**config.mk**
```make
export PLATFORM = sky130hd
export DESIGN_NAME = lfsr_deser32
export DESIGN_NICKNAME = d
export VERILOG_FILES = /design/src/rtl/lfsr_pkg.sv /design/src/rtl/lfsr_deser32.sv
export SDC_FILE = /design/constraint.sdc
export NUM_CORES = 1
export LEC_CHECK = 0
export ABC_AREA = 1
export BUFFER_PORTS_ARGS = -buffer_cell sky130_fd_sc_hd__buf_2
export CAP_MARGIN = 10
export CORE_ASPECT_RATIO = 2
export CORE_MARGIN = 2
export CORE_UTILIZATION = 40
export CTS_BUF_LIST = sky130_fd_sc_hd__clkbuf_8
export DETAILED_ROUTE_END_ITERATION = 10
export PLACE_DENSITY = 0.58
export SLEW_MARGIN = 20
export SYNTH_ARGS = -nofsm -noshare
export SYNTH_HDL_FRONTEND = slang
export SYNTH_SLANG_ARGS = --single-unit
```
**constraint.sdc**
```tcl
create_clock -name clk -period 2.2 [get_ports clk]
set_clock_uncertainty 0.15 [all_clocks]
set_input_delay 0.44 -clock clk [delete_from_list [all_inputs] [get_ports clk]]
set_output_delay 0.44 -clock clk [all_outputs]
set_load 0.005 [all_outputs]
```
**src/rtl/lfsr_pkg.sv**
```systemverilog
// Shared LFSR definitions for the noise generator and the stream checker.
// Latency: n/a (types, constants and pure functions only).
// Backpressure: n/a.
//
// Contents: word width, feedback taps, the one-step LFSR function, the
// checker state encodings and a 32-bit popcount helper.
package lfsr_pkg;

   localparam int LFSR_WIDTH = 32;

   // Feedback taps: next(s) = {s[30:0], s[31]^s[21]^s[1]^s[0]}
   localparam int LFSR_TAP_A = 31;
   localparam int LFSR_TAP_B = 21;
   localparam int LFSR_TAP_C = 1;
   localparam int LFSR_TAP_D = 0;

   typedef logic [LFSR_WIDTH-1:0] lfsr_word_t;

   // Encodings are visible on the checker's O_state port.
   typedef enum logic [1:0] {
      CHK_IDLE    = 2'd0,
      CHK_ACQUIRE = 2'd1,
      CHK_VERIFY  = 2'd2,
      CHK_LOCKED  = 2'd3
   } chk_state_t;

   function automatic lfsr_word_t lfsr_next(input lfsr_word_t s);
      return {s[LFSR_WIDTH-2:0],
              s[LFSR_TAP_A] ^ s[LFSR_TAP_B] ^ s[LFSR_TAP_C] ^ s[LFSR_TAP_D]};
   endfunction

   function automatic logic [5:0] popcount32(input lfsr_word_t v);
      logic [5:0] c;
      c = '0;
      for (int i = 0; i < LFSR_WIDTH; i++) begin
         c = c + {5'd0, v[i]};
      end
      return c;
   endfunction

endpackage

```
**src/rtl/lfsr_deser32.sv**
```systemverilog
// Serial-to-word deserialiser: MSB-first bits shifted in at the LSB.
// Latency: word_dat/word_vld update on the edge that samples the 32nd bit.
// Backpressure: none; input is valid-qualified only, gaps of any length allowed.
//
// Ports:
//   clk, rst  - clock, asynchronous active-high reset
//   flush     - clear the bit counter and drop any partial word
//   ser_bit   - serial data bit, ser_vld qualifies it
//   word_dat  - last completed 32-bit word (held until the next one)
//   word_vld  - one-cycle strobe following completion of word_dat
module lfsr_deser32
   import lfsr_pkg::*;
(
   input  logic       clk,
   input  logic       rst,
   input  logic       flush,
   input  logic       ser_bit,
   input  logic       ser_vld,
   output lfsr_word_t word_dat,
   output logic       word_vld
);

   logic [4:0] bit_cnt;
   lfsr_word_t shreg;
   lfsr_word_t shreg_nxt;

   assign shreg_nxt = {shreg[LFSR_WIDTH-2:0], ser_bit};

   always_ff @(posedge clk or posedge rst) begin
      if (rst) begin
         bit_cnt  <= '0;
         shreg    <= '0;
         word_dat <= '0;
         word_vld <= 1'b0;
      end else begin
         word_vld <= 1'b0;
         if (flush) begin
            // Shift register contents are irrelevant once the counter
            // restarts: a full 32 fresh bits are needed before the next strobe.
            bit_cnt <= '0;
         end else if (ser_vld) begin
            shreg   <= shreg_nxt;
            bit_cnt <= bit_cnt + 5'd1;
            if (bit_cnt == 5'd31) begin
               word_dat <= shreg_nxt;
               word_vld <= 1'b1;
            end
         end
      end
   end

endmodule

```
# After elaboration in Yosys (flattened, before gate mapping)
# Cells that the tools add are included.
dict set report totals {
  out_inout_bits 33
  register_bits 69
  in_bits 5
}
dict set report classes {
  eq_ne 1
  addsub 1
  n_reduce_logical 3
  mux 5
  n_bitwise 1
}
# cell count
set ops {}
lappend ops {{$mux W5} 2}
lappend ops {{$add A5 B1 Y5 const B} 1}
lappend ops {{$eq A5 B5 Y1 const B} 1}
lappend ops {{$mux W1} 3}
lappend ops {{$reduce_and A3 Y1} 1}
lappend ops {{$reduce_and A2 Y1} 1}
lappend ops {{$reduce_bool A2 Y1} 1}
lappend ops {{$not A1 Y1} 1}

# Logic depth before layout (Yosys ltp)
dict set report depth {
  ltp_word 4
  ltp_mapped 7
  ltp_nobuf 7
}

# Worst setup path after synthesis
# Ideal clock, no wire load.
dict set report synth_path {
  kind {reg2reg}
  start {register bit_cnt[0]}
  end {register word_dat[14]}
  arrival_time_ns 1.323
  path_buffers 1
  required_time_ns 1.932
  period_less_slack_ns 1.591
  path_stages_with_launch 7
  setup_time_ns 0.118
  path_slack_ns 0.609
  path_cell_list {dfrtp_1 ha_1 and3_1 ha_1 nand2_4 buf_6 o21ai_2}
}
dict set report synth_via {
  elab_chain_len 2
}
# element line
set synth_rtl {}
lappend synth_rtl {{from (decl)} lfsr_deser32.sv:23} ;# logic [4:0] bit_cnt;
lappend synth_rtl {{from (signal assigned)} lfsr_deser32.sv:43} ;# bit_cnt <= bit_cnt + 5'd1;
lappend synth_rtl {{$eq A5 B5 Y1} lfsr_deser32.sv:44} ;# if (bit_cnt == 5'd31) begin
lappend synth_rtl {{$reduce_and A3 Y1 (no source line)} -}
lappend synth_rtl {{to (signal assigned)} lfsr_deser32.sv:45} ;# word_dat <= shreg_nxt;
lappend synth_rtl {{to (decl)} lfsr_deser32.sv:19} ;# output lfsr_word_t word_dat,
# No other way between the ends.
# A chain may end at the register's enable or synchronous reset.

# Final worst setup path
dict set report layout_path {
  start {register bit_cnt[0]}
  end {register word_dat[31]}
}
# The elaborated chain is that of the path after synthesis.

==> flow_summary.ini <==
[sta]
fin_crit_ns = 1.803
maxSlewViolCount = 0
fin_tns_setup_ns = 0
fmax_ghz = 0.5545
relSlewSlack_pct = 71.89
rsz0062_at_grt = false
setup_violations = 0
fin_crit_sh_pct = 81.97
finalHoldViolations = 0
tightestPinTransition_ns = 0.4207

[clock_tree]
cts_tree = built
cts_setup_buffers = 0
cts_hold_buf = 1
htreeDepth = 3
cts_sinks = 69
cts_resized = 0
clkTransAtPathRegs_ns = 0.07
ctsRootBufferMaster = clkbuf_8
numCtsBuffers = 9
clkLatencyLatePin_ns = 0.34
clock_path_buffers = 2

[power_and_ir_drop]
p_leak_nw = 1.717
ir_drop_mv = 0.6000
p_comb_share_pct = 7.4
p_total_mw = 2.879
p_int_mw = 2.213
pwr-share-clk_pct = 42.7
p_sw_share_pct = 23.14
netSwitchingPower_mw = 0.6661
power_density_nw_per_um2 = 874.2
seq_power_share_pct = 49.8

[cells_and_area]
nets = 317
drive_above_1_share_pct = 28.57
fin_util_pct = 49.34
area_delta_synth_final_pct = 19.15
diodes = 0
nFillCells = 663

[detailed_routing]
routed.top_layer = met4
vias_per_cell = 4.556
vias = 1836
m1WireLength_um = 2047
first_pass_iters = 4
first_iter_violations = 49
routedWlPerCell_um = 11.54
routed_wl_um = 4651
wl_met2_um = 2350
wl_met3_um = 131
drc = 0
ant_nets = 0

[grt]
grt_max_degree = 53
overflow = 0
grt_pass1_vias = 1788
grt_pass1_wl_um = 8079
antenna_found_initial = 0
grt_usage_pct = 13.91

[synth]
synth_area_leader_cell = dfrtp_1
syn_area_um2 = 2764
synth_top_area_share_pct = 62.47
ys_warn_count = 0
synth.avg_cell_area_um2 = 10.31
ys_seq_area_share_pct = 62.47
postSynthRegisterBits = 69
synth_cells = 268
yosys.cell_types.count = 16
synth_area_leaders = dfrtp_1 62%, nand2_1 10%, o21ai_2 9.5%
synth_nets = 275

[worst_setup_path]
critPathArrivalTime_ns = 1.89
path_cells = ha_1 > and3_1 > ha_1 > nand2_4 > buf_12 > inv_1 > nand2_1 > nand2_1
crit_family = adder cells
path_class = flop to flop
endpoint_kind = flop
cp.required_ns = 2.29
start_kind = flop
crit_slowest_cell = dfrtp_1
cp_num_buf_inv = 2
slowest_delay_ns = 0.41
worstPathMaxFanout = 37

[hold_path]
holdCritPathClass = input pin to flop

[floorplanning]
initial_core_util_pct = 41.41
die_y_um = 121.6
fp.coreArea_um2 = 6674
rows = 42
pin_count = 38
die_x_um = 62.78
dieArea_um2 = 7631

[flow_run]
maxCapViolations = 0

[placed_design]
gp_congestion = 0.6983
place.detailed.hpwl_um = 3108
port_buffers = 37

[outcome]
outcome = finished clean
through the flow:
step,instance area [µm²],setup WS (ns),hold slack [ns],std cells
6_report,3293,0.3967,0.1833,403
5_1_grt,3293,0.2630,0.1773,403
4_1_cts,3293,0.3837,0.1745,403
3_5_place_dp,3043,0.3942,0.3114,386
3_3_place_gp,3043,0.4352,0.3107,386
2_1_floorplan,2768,0.6090,0.2922,268
cell usage after synthesis:
library cell  count
a21oi_1           1
and3_1            1
buf_2             4
buf_6             6
clkbuf_1          2
dfrtp_1          69
ha_1              2
inv_1            34
inv_2             1
nand2_1          76
nand2_4           1
nand3_1           4
nor2_1            4
nor2_8            1
o21ai_0          32
o21ai_2          30
final cells by class:
type / instances / area [µm²] / area share [%]
sequential: 69 / 1727 / 52.43
clock inverter: 6 / 102.6 / 3.115
clock buffer: 10 / 137.6 / 4.179
tap: 88 / 110.1 / 3.343
inverter: 35 / 135.1 / 4.103
timing repair buffer: 43 / 270.3 / 8.207
multi-input combinational: 152 / 810.8 / 24.62
metal layers:
layer | vias up | GRT usage (%)
met4 | 0 | 7.917
met2 | 28 | 23.12
li1 | 921 | -
met5 | - | 0
met3 | 7 | 4.155
met1 | 880 | 15.86
kinds of logic (layout without fill, tap and decap cells):
kind of cell             Yosys count  after routing  share of synthesized area, %
adder cells (fa/ha/maj)            2              2                        0.9052
buffers and inverters             47             94                         8.193
flip-flops                        69             69                         62.47
AND/OR/NAND/NOR                   87             87                         12.95
AO/OA/AOI/OAI                     63             63                         15.48
worst paths after layout:
check | start | end | slack, ns | cells after the start
worst min-delay path | ser_bit | shreg[0] | 0.18 | 3
min in group asynchronous | rst | word_dat[11] | 0.49 | 3
worst min register to register | word_dat[15] | word_dat[15] | 0.32 | 2
max in group asynchronous | rst | word_dat[2] | 0.82 | 4
worst max register to register | bit_cnt[0] | word_dat[31] | 0.40 | 8
worst max-delay path | bit_cnt[0] | word_dat[31] | 0.40 | 8
power by group through the flow:
stage          clock network [mW]  registers [mW]  logic, mW
5_1_grt                      1.32            1.45      0.258
4_1_cts                      1.26            1.43      0.224
2_1_floorplan                   0            1.44      0.167
3_5_place_dp                    0            1.46      0.220
3_3_place_gp                    0            1.46      0.216
6_report                     1.23            1.43      0.214
registers in the layout, indices dropped and copies added, names as in the netlist:
name / count
word_vld: 1
shreg: 31
word_dat: 32
bit_cnt: 5
cell usage in the layout (no fill, tap or decap), types with 3 or more instances in the layout:
| cell type | count |
|---|---|
| bufinv_16 | 3 |
| inv_1 | 35 |
| nor2_1 | 4 |
| o21ai_2 | 30 |
| nand2_1 | 76 |
| clkbuf_8 | 10 |
| o21ai_0 | 32 |
| buf_12 | 3 |
| dfrtp_1 | 69 |
| buf_2 | 37 |
| nand3_1 | 4 |
worst min-delay path, cell delays in order:
cell and delay [ns]:
buf_2 0.09, nand2_1 0.04, o21ai_0 0.07
Note: power is estimated with default switching activity, not from simulation.
